`src/rtl/branch_target_predictor_pkg.sv`:
```
// Shared definitions for the branch target predictor: 2-bit counter
// encodings and the index/tag width derivations from the PC width.
package bp_pkg;

  typedef enum logic [1:0] {
    SNT = 2'b00,
    WNT = 2'b01,
    WT  = 2'b10,
    ST  = 2'b11
  } ctr_e;

  // Instructions are word aligned, so the low two PC bits never index the table.
  localparam int unsigned PC_ALIGN_BITS = 2;

  function automatic int unsigned table_depth(input int unsigned index_width);
    return 1 << index_width;
  endfunction

  function automatic int unsigned tag_width(input int unsigned bit_width,
                                            input int unsigned index_width);
    return bit_width - index_width - PC_ALIGN_BITS;
  endfunction

endpackage

```
`src/rtl/branch_target_predictor_if.sv`:
```
// Fetch/EX-side signal bundle of the branch target predictor.
interface branch_target_predictor_if #(
  parameter int unsigned BIT_WIDTH = 32
);
  logic [BIT_WIDTH-1:0] if_pc;
  logic                 PC_write;
  logic                 IDIF_write;
  logic                 ex_noop;
  logic                 ex_branch;
  logic [BIT_WIDTH-1:0] ex_pc;
  logic [BIT_WIDTH-1:0] ex_target;
  logic                 ex_taken;
  logic                 pred_taken;
  logic [BIT_WIDTH-1:0] pred_target;
  logic                 mispredict;
  logic [BIT_WIDTH-1:0] redirect_pc;

  modport master (
    output if_pc, PC_write, IDIF_write, ex_noop, ex_branch, ex_pc, ex_target, ex_taken,
    input  pred_taken, pred_target, mispredict, redirect_pc
  );

  modport slave (
    input  if_pc, PC_write, IDIF_write, ex_noop, ex_branch, ex_pc, ex_target, ex_taken,
    output pred_taken, pred_target, mispredict, redirect_pc
  );
endinterface

```
`src/rtl/branch_target_predictor_counter.sv`:
```
// Saturating 2-bit branch counter: next value after a resolved outcome.
module branch_prediction_counter
  import bp_pkg::*;
(
  input  ctr_e count,
  input  logic taken,
  output ctr_e next_count
);

  always_comb begin
    next_count = count;
    case (count)
      SNT:     next_count = taken ? WNT : SNT;
      WNT:     next_count = taken ? WT  : SNT;
      WT:      next_count = taken ? ST  : WNT;
      ST:      next_count = taken ? ST  : WT;
      default: next_count = count;
    endcase
  end

endmodule

```
`src/rtl/branch_target_predictor.sv`:
```
// Direct-mapped branch target buffer with 2-bit counters, plus the
// ID/EX prediction pipeline used to detect and redirect mispredictions.
module branch_target_predictor
  import bp_pkg::*;
#(
  parameter int unsigned BIT_WIDTH   = 32,
  parameter int unsigned INDEX_WIDTH = 4
) (
  input logic                      clk,
  input logic                      rst,
  branch_target_predictor_if.slave bus
);

  localparam int unsigned DEPTH   = table_depth(INDEX_WIDTH);
  localparam int unsigned TAG_W   = tag_width(BIT_WIDTH, INDEX_WIDTH);
  localparam int unsigned TAG_LSB = INDEX_WIDTH + PC_ALIGN_BITS;

  typedef logic [INDEX_WIDTH-1:0] idx_t;
  typedef logic [TAG_W-1:0]       tag_t;
  typedef logic [BIT_WIDTH-1:0]   pc_t;

  localparam pc_t PC_STEP = pc_t'(4);

  logic valid_q  [DEPTH];
  tag_t tag_q    [DEPTH];
  pc_t  target_q [DEPTH];
  ctr_e ctr_q    [DEPTH];

  idx_t if_idx, ex_idx;
  tag_t if_tag, ex_tag;
  logic if_hit, ex_hit, lookup_taken;
  ctr_e ex_ctr_next;

  logic id_pred_taken, ex_pred_taken;
  pc_t  id_pred_target, ex_pred_target;
  logic mispredict_raw;

  // The stall only freezes the PC register upstream; lookup and update ignore it.
  logic unused_pc_write;
  assign unused_pc_write = bus.PC_write;

  assign if_idx = bus.if_pc[TAG_LSB-1:PC_ALIGN_BITS];
  assign if_tag = bus.if_pc[BIT_WIDTH-1:TAG_LSB];
  assign ex_idx = bus.ex_pc[TAG_LSB-1:PC_ALIGN_BITS];
  assign ex_tag = bus.ex_pc[BIT_WIDTH-1:TAG_LSB];

  assign if_hit       = valid_q[if_idx] && (tag_q[if_idx] == if_tag);
  assign lookup_taken = if_hit && (ctr_q[if_idx] inside {WT, ST});
  assign ex_hit       = valid_q[ex_idx] && (tag_q[ex_idx] == ex_tag);

  assign bus.pred_taken  = lookup_taken;
  assign bus.pred_target = lookup_taken ? target_q[if_idx] : bus.if_pc + PC_STEP;

  assign mispredict_raw = bus.ex_branch &&
                          ((bus.ex_taken != ex_pred_taken) ||
                           (bus.ex_taken && (bus.ex_target != ex_pred_target)));
  assign bus.mispredict  = rst && mispredict_raw;
  assign bus.redirect_pc = bus.ex_taken ? bus.ex_target : bus.ex_pc + PC_STEP;

  branch_prediction_counter u_counter (
    .count      (ctr_q[ex_idx]),
    .taken      (bus.ex_taken),
    .next_count (ex_ctr_next)
  );

  // A flush wipes both stages regardless of the hazard unit's hold/bubble.
  always_ff @(posedge clk or negedge rst) begin
    if (!rst) begin
      id_pred_taken  <= 1'b0;
      id_pred_target <= '0;
      ex_pred_taken  <= 1'b0;
      ex_pred_target <= '0;
    end else if (mispredict_raw) begin
      id_pred_taken  <= 1'b0;
      id_pred_target <= '0;
      ex_pred_taken  <= 1'b0;
      ex_pred_target <= '0;
    end else begin
      if (bus.IDIF_write) begin
        id_pred_taken  <= lookup_taken;
        id_pred_target <= bus.pred_target;
      end
      if (bus.ex_noop) begin
        ex_pred_taken  <= 1'b0;
        ex_pred_target <= '0;
      end else begin
        ex_pred_taken  <= id_pred_taken;
        ex_pred_target <= id_pred_target;
      end
    end
  end

  // Not-taken misses leave the table untouched; taken misses allocate weakly taken.
  always_ff @(posedge clk or negedge rst) begin
    if (!rst) begin
      for (int unsigned i = 0; i < DEPTH; i++) begin
        valid_q[i]  <= 1'b0;
        tag_q[i]    <= '0;
        target_q[i] <= '0;
        ctr_q[i]    <= WNT;
      end
    end else if (bus.ex_branch) begin
      if (ex_hit) begin
        ctr_q[ex_idx] <= ex_ctr_next;
        if (bus.ex_taken) begin
          target_q[ex_idx] <= bus.ex_target;
        end
      end else if (bus.ex_taken) begin
        valid_q[ex_idx]  <= 1'b1;
        tag_q[ex_idx]    <= ex_tag;
        target_q[ex_idx] <= bus.ex_target;
        ctr_q[ex_idx]    <= WT;
      end
    end
  end

endmodule

```
`src/flat_wrapper.sv`:
```
// flat-port wrapper written by rule: the top's interface ports become plain ports
module branch_target_predictor_flat import bp_pkg::*;
#(
  parameter int unsigned BIT_WIDTH   = 32,
  parameter int unsigned INDEX_WIDTH = 4
)
  (clk, rst, bus_if_pc, bus_PC_write, bus_IDIF_write, bus_ex_noop, bus_ex_branch, bus_ex_pc, bus_ex_target, bus_ex_taken, bus_pred_taken, bus_pred_target, bus_mispredict, bus_redirect_pc);
  branch_target_predictor_if #(.BIT_WIDTH(BIT_WIDTH)) bus_i ();
  input logic clk;
  input logic rst;
  input wire logic [$bits(bus_i.if_pc)-1:0] bus_if_pc;
  input wire logic [$bits(bus_i.PC_write)-1:0] bus_PC_write;
  input wire logic [$bits(bus_i.IDIF_write)-1:0] bus_IDIF_write;
  input wire logic [$bits(bus_i.ex_noop)-1:0] bus_ex_noop;
  input wire logic [$bits(bus_i.ex_branch)-1:0] bus_ex_branch;
  input wire logic [$bits(bus_i.ex_pc)-1:0] bus_ex_pc;
  input wire logic [$bits(bus_i.ex_target)-1:0] bus_ex_target;
  input wire logic [$bits(bus_i.ex_taken)-1:0] bus_ex_taken;
  output wire logic [$bits(bus_i.pred_taken)-1:0] bus_pred_taken;
  output wire logic [$bits(bus_i.pred_target)-1:0] bus_pred_target;
  output wire logic [$bits(bus_i.mispredict)-1:0] bus_mispredict;
  output wire logic [$bits(bus_i.redirect_pc)-1:0] bus_redirect_pc;
  assign bus_i.if_pc = bus_if_pc;
  assign bus_i.PC_write = bus_PC_write;
  assign bus_i.IDIF_write = bus_IDIF_write;
  assign bus_i.ex_noop = bus_ex_noop;
  assign bus_i.ex_branch = bus_ex_branch;
  assign bus_i.ex_pc = bus_ex_pc;
  assign bus_i.ex_target = bus_ex_target;
  assign bus_i.ex_taken = bus_ex_taken;
  assign bus_pred_taken = bus_i.pred_taken;
  assign bus_pred_target = bus_i.pred_target;
  assign bus_mispredict = bus_i.mispredict;
  assign bus_redirect_pc = bus_i.redirect_pc;
  branch_target_predictor #(.BIT_WIDTH(BIT_WIDTH), .INDEX_WIDTH(INDEX_WIDTH)) u_core (.clk(clk), .rst(rst), .bus(bus_i));
endmodule
```
`config.mk`:
```
export PLATFORM = sky130hd
export DESIGN_NAME = branch_target_predictor_flat
export DESIGN_NICKNAME = d
export VERILOG_FILES = /design/src/rtl/branch_target_predictor_pkg.sv /design/src/rtl/branch_target_predictor_if.sv /design/src/rtl/branch_target_predictor_counter.sv /design/src/rtl/branch_target_predictor.sv /design/src/flat_wrapper.sv
export SDC_FILE = /design/constraint.sdc
export NUM_CORES = 2
export LEC_CHECK = 0
export CAP_MARGIN = 20
export CORE_UTILIZATION = 28
export CTS_CLUSTER_DIAMETER = 50
export DETAILED_ROUTE_END_ITERATION = 16
export PLACE_DENSITY = 0.43
export SETUP_SLACK_MARGIN = 0.3
export SYNTH_ARGS = -nofsm -noshare
export SYNTH_HDL_FRONTEND = slang
export SYNTH_SLANG_ARGS = --single-unit
```
`constraint.sdc`:
```
create_clock -name clk -period 5.1 [get_ports clk]
set_clock_uncertainty 0.2 [all_clocks]
set_input_delay 0.51 -clock clk [delete_from_list [all_inputs] [get_ports clk]]
set_output_delay 0.51 -clock clk [all_outputs]
set_load 0.01 [all_outputs]
```
# --- Word-level counts from Yosys, hierarchy flattened ---
# Index checks and enable logic that the tools add are counted.
classes:
  bitwise_logic: 7
  muxes: 49
  eq_ne: 9
  n_reduce_logical: 15
  n_lt_le_gt_ge: 3
  add_sub_neg: 2
ops:
  columns: ["cell", "n"]
  rows:
  - ["$bwmux W512", 1]
  - ["$bwmux W416", 1]
  - ["$mux W32", 11]
  - ["$bmux W26 S4", 2]
  - ["$mux W26", 5]
  - ["$bmux W32 S4", 1]
  - ["$demux W32 S4", 1]
  - ["$demux W26 S4", 1]
  - ["$add A32 B3 Y32 const B", 2]
  - ["$eq A26 B26 Y1", 2]
  - ["$bwmux W32", 1]
  - ["$ne A32 B32 Y1", 1]
  - ["$or A16 B16 Y16", 2]
  - ["$and A16 B16 Y16", 1]
  - ["$bmux W2 S4", 2]
  - ["$not A16 Y16", 1]
  - ["$mux W2", 7]
  - ["$mux W1", 11]
  - ["$ge A5 B5 Y1 const B", 2]
  - ["$not A4 Y5", 2]
  - ["$bmux W1 S4", 2]
  - ["$demux W2 S4", 1]
  - ["$eq A2 B2 Y1 const B", 4]
  - ["$pmux W2 S4", 1]
  - ["11 further kinds", 20]
totals:
  input_bits: 103
  output_inout_bits: 66
  ff_bits: 1042
  elab_cells: 153

# --- Longest topological paths before layout ---
depth:
  depth_word: 10
  ltp_mapped: 17
  depth_no_buf: 10

# --- Modules after synthesis ---
# From an unflattened synthesis, not the netlist that was laid out.
hier_totals:
  hier_cells: 3918
  area_unflattened_um2: 54614.9
modules_own_cells:
  columns: ["module", "cells_per_inst", "seq_area_each_um2", "instances", "area_each_um2"]
  rows:
  - ["branch_target_predictor", 3915, 26095.0, 1, 54588.6]
  - ["branch_prediction_counter", 3, 0.0, 1, 26.3]

# --- Worst setup path before layout ---
# Ideal clock, no wire load.
synth_timing:
  kind: "input port to output port"
  from: "input bus_if_pc[2]"
  to: "output bus_pred_target[11]"
  t_required_ps: 4390
  arrival_time_ps: 3762
  setup_slack_ps: 628
  n_path_buf: 9
  stages: 12
  path_cell_list: "clkbuf_2 > buf_4 > buf_6 > buf_4 > buf_4 > buf_4 > buf_2 > buf_2 > buf_2 > mux4_2 > mux4_2 > mux2_2"
synth_between:
  elab_chain_len: 8
  elab_cells_between_ends: 21
  classes_between: "1 x add/sub; 3 x eq/ne; 13 x mux; 1 x bitwise; 3 x reduce/logical"
synth_rtl:
  columns: ["item", "line_no", "rtl"]
  rows:
  - ["start: declaration", "flat_wrapper.sv:11", "input wire logic [$bits(bus_i.if_pc)-1:0] bus_if_pc;"]
  - ["$not A4 Y5 (not written as such)", "branch_target_predictor.sv:47, branch_target_predictor.sv:48, branch_target_predictor.sv:52", null]
  - ["$bmux W26 S4 / $bmux W2 S4 (equally long branches)", "branch_target_predictor.sv:47, branch_target_predictor.sv:48", null]
  - ["$mux W26 (not written as such) / $mux W2 (equally long branches) (2 in a row)", "branch_target_predictor.sv:47, branch_target_predictor.sv:48", null]
  - ["$eq A26 B26 Y1 / $eq A2 B2 Y1 (equally long branches)", "branch_target_predictor.sv:47, branch_target_predictor.sv:48", null]
  - ["$logic_and A1 B1 Y1 / $reduce_bool A2 Y1 (equally long branches)", "branch_target_predictor.sv:47, branch_target_predictor.sv:48", null]
  - ["$logic_and A1 B1 Y1", "branch_target_predictor.sv:48", "assign lookup_taken = if_hit && (ctr_q[if_idx] inside {WT, ST});"]
  - ["$mux W32 *", "branch_target_predictor.sv:52", "assign bus.pred_target = lookup_taken ? target_q[if_idx] : bus.if_pc + PC_STEP;"]
  - ["end: declaration", "flat_wrapper.sv:20", "output wire logic [$bits(bus_i.pred_target)-1:0] bus_pred_target;"]
# Mark *: on every way between the ends. The rest lies on a longest branch, timed or not. The select of a mux whose other input is x is not followed.

# --- Worst setup path after layout ---
layout_timing:
  from: "register u_core.tag_q[7] in the netlist's numbering"
  to: "output bus_pred_target[4]"
layout_between:
  elab_chain_len: 7
layout_rtl:
  columns: ["item", "line_no", "rtl"]
  rows:
  - ["start: declaration", "branch_target_predictor.sv:25", "tag_t tag_q [DEPTH];"]
  - ["start signal: indexed assignment", "branch_target_predictor.sv:110", "tag_q[ex_idx] <= ex_tag;"]
  - ["$bmux W26 S4", "branch_target_predictor.sv:47", "assign if_hit = valid_q[if_idx] && (tag_q[if_idx] == if_tag);"]
  - ["$mux W26 (not written as such) (2 in a row)", "branch_target_predictor.sv:47", null]
  - ["$eq A26 B26 Y1", "branch_target_predictor.sv:47", null]
  - ["$logic_and A1 B1 Y1", "branch_target_predictor.sv:47", null]
  - ["$logic_and A1 B1 Y1", "branch_target_predictor.sv:48", null]
  - ["$mux W32", "branch_target_predictor.sv:52", null]
# No other way between the ends. The select of a mux whose other input is x is not followed.

==> summary.md <==
| Metric | Value |
|---|---|
| Reg-to-Reg End | u_core.id_pred_target[25] |
| Main flop type after synthesis | dfrtp_1 |
| Post-synth net total | 4040 |
| CP startpoint kind | flop |
| Initial Util | 0.282 |
| Pins Over Slew Limit | 0 |
| Largest net degree at the start of global routing | 146 |
| DRC viols | 0 |
| Drt pass-1 iters | 6 |
| Fin worst setup slack | 92.6 ps |
| Setup tns final | 0 ps |
| Buffers on Ports | 167 |
| Peak VDD IR | 0.368 mV |
| Final setup viols | 0 |
| H-tree depth | 4 |
| Crit path largest cell delay | 510 ps |
| Final hold slack | 184 ps |
| Crit path capture type | primary output |
| Register area share after synthesis | 0.469 |
| YS warnings | 0 |
| Final hold viol count | 0 |
| Routed via count | 36.5k |
| Ratio of cells with drive above 1 in the final layout | 0.480 |
| Total power | 26.7 mW |
| DP HPWL | 144 mm |
| Pre-CTS setup slack | -489 ps |
| Power Density | 393 nW/um^2 |
| Worst slew margin | 0.306 |
| Max Buffers Root-to-Sink | 3 |
| Critical Path AT | 4300 ps |
| Slew @ Worst Pin | 1030 ps |
| Fillers | 19.4k |
| Final Core Density | 0.344 |
| WHS Path Cells | 4 |
| Wire length per cell | 30.9 um |
| Largest family of logic cells by synthesized area | multiplexers |
| Worst Min Path Start | bus_IDIF_write |
| Min cycle time layout | 5010 ps |
| Synth top area cells | dfrtp_1 (46%), mux2_2 (14%), mux4_2 (14%) |
| Synth Area in Compound Gates | 0.0435 |
| Antenna violations before repair | 10 |
| Syn Inst Count | 3932 |
| Initial DRC count | 2779 |
| WS Path Type | reg2out |
| Core Area | 197000 sq um |
| CTS Root Cell | clkbuf_16 |
| Worst-path fanout max | 5 |
| Die width | 448 um |
| Die Span Y | 448 um |
| Die footprint | 201000 sq um |
| GRT Resource Usage Total | 0.216 |
| I/O pin count | 169 |
| Worst path slowest cell | mux4_2 |
| Post-Synth XOR/XNOR Area | 0.0192 |
| Routability cong. | 0.907 |
| Top cells by count, synth | dfrtp_1 (1026), mux2_2 (696), mux4_2 (346), mux2_4 (285), clkbuf_1 (234) |
| Post-synth EDFFs | 0 |
| Leakage | 29.2 nW |
| DR vias/cell | 5.22 |
| Top-count cell post-synth | dfrtp_1 |
| Worst min-delay path endpoint | u_core.id_pred_target[10] |
| Worst-Skew Late Latency | 800 ps |
| Flop-to-flop setup slack | 730 ps |
| Synth Area in Simple Gates | 0.0521 |
| DRT antenna net count | 0 |
| Vias in the first global route | 37.5k |
| Required time of the worst setup path | 4390 ps |
| Global-route wire length before repair | 305 mm |
| Reg2reg path depth | 18 |
| Congestion Overflow GR | 0 |
| Synthesized flop and latch total | 1042 |
| Routed WL | 217 mm |
| Final cycle utilization of the critical path | 0.982 |
| WP buf/inv | 7 |
| Multi-input gate area | 27900 sq um |
| Unique cell type count in the Yosys netlist | 84 |
| Clk pin slew, worst setup/hold paths | 60 ps |
| Mapped cell area | 55700 sq um |
| Average size of a mapped cell | 14.2 sq um |
| Maxcap violations | 0 |
| Synth Area in Adders | 0.00148 |
| Fmax | 200 MHz |
| Yosys top cell area share | 0.461 |
| Crit path cell chain | mux4_2 > mux2i_4 > xnor2_4 > o41ai_2 > buf_4 > nand4_1 > nor4bb_1 > buf_4 > o2111ai_4 > buf_12 > buf_12 > buf_8 > buf_16 > mux2_4 > buf_6 |
| RR Startpoint | u_core.tag_q[7] |
| Post-synthesis mux area share | 0.376 |
| TritonCTS clock tree | yes |
| CTS Buf Count | 150 |
| Syn-to-layout area delta | 22.1% |
| RSZ-0062 raised after global routing | yes |
| Fraction of registers with async set/reset | 1.00 |
| Row Count | 163 |
| Status | completed |
| NumNets Final | 4352 |
| Register Area | 26100 sq um |
| CP delay by family, top | multiplexers |
| Min-Delay Path Class | in2reg |
| Leading area contributor after synthesis | dfrtp_1 |
| Sink Count | 1042 |
## layout make-up
type	instances	area share
timing repair buffer	547	0.0805
tap	2640	0.0486
clock inverter	64	0.0119
inverter	59	0.00330
antenna	2	0.0000736
sequential	1042	0.384
clock buffer	202	0.0617
multi-input combinational	2444	0.410
## repair_timing
action                                 in CTS  in global routing
gates cloned                                4                  1
hold buffers                                1                  0
setup endpoints to repair                  37                 33
resized for setup                         223                 44
endpoints found under the hold margin     195                  0
setup buffers                              10                  9
pin swaps                                  14                 16
## cell usage in the layout, fill, tap and decap left out, drive strengths merged, types with 70 or more instances in the layout
cell / n
buf: 421
clkbuf: 203
clkdlybuf4s50: 123
dfrtp: 1026
inv: 70
mux2: 981
mux2i: 103
mux4: 346
nand2: 135
nand3: 94
nor2: 95
xnor2: 76
## worst register-to-register path: stages, from the launching register on
cell	delay, ps
dfrtp_1	390
mux4_2	510
mux2i_4	220
xnor2_4	140
o41ai_2	400
buf_4	170
nand4_1	70
nor4bb_1	300
buf_4	170
o2111ai_4	120
buf_12	160
buf_12	140
buf_16	160
buf_8	130
buf_4	130
buf_4	150
buf_4	180
nor3b_1	170
a311o_1	350
## per-stage QoR
stage	cells	cell area (sq um)
5_1_grt	6999	68000
4_1_cts	6987	67700
2_1_floorplan	3932	55700
6_report	7000	68000
3_3_place_gp	6706	62100
3_5_place_dp	6706	62100
## layer usage
layer / GRT usage / part of all wire / vias to the layer above
met3: 0.0384 / 0.051 / 291
met1: 0.296 / 0.45 / 19838
met4: 0.0715 / 0.035 / 4
met2: 0.342 / 0.47 / 1056
li1: - / - / 15360
met5: 0 / 0.000078 / -
## cell families after synthesis
logic type                 Yosys count
AOI/OAI and AO/OA                  322
xor gates and xnor gates           122
adders and majority gates            7
buffers and inverters              446
DFF                               1042
muxes                             1430
and+or+nand+nor                    563
## flip-flops by register name, indices dropped and copies added (netlist names)
register and flops:
u_core.id_pred_target 32, u_core.ctr_q 32, u_core.target_q 512, u_core.id_pred_taken 1, u_core.ex_pred_taken 1, u_core.valid_q 16, u_core.ex_pred_target 32, u_core.tag_q 416
## report_power, final
part           total, mW  switching [mW]  internal (mW)
clock network       10.5            4.19           6.33
registers           10.7           0.953           9.78
logic               5.47            2.41           3.06
## worst max-delay path by stage
| stage | from | endpoint | slack [ps] | depth (start not counted) |
|---|---|---|---|---|
| after global placement | bus_if_pc[3] | bus_pred_target[30] | -520 | 13 |
| after floorplan | bus_if_pc[2] | bus_pred_target[11] | 630 | 12 |
| final | u_core.tag_q[7] | bus_pred_target[4] | 90 | 15 |
| after CTS | u_core.tag_q[142] | bus_pred_target[9] | 90 | 16 |
| after global routing | u_core.tag_q[7] | bus_pred_target[1] | -40 | 15 |
| after detailed placement | bus_if_pc[3] | bus_pred_target[30] | -490 | 13 |
Power figures use the tool's default switching activity.
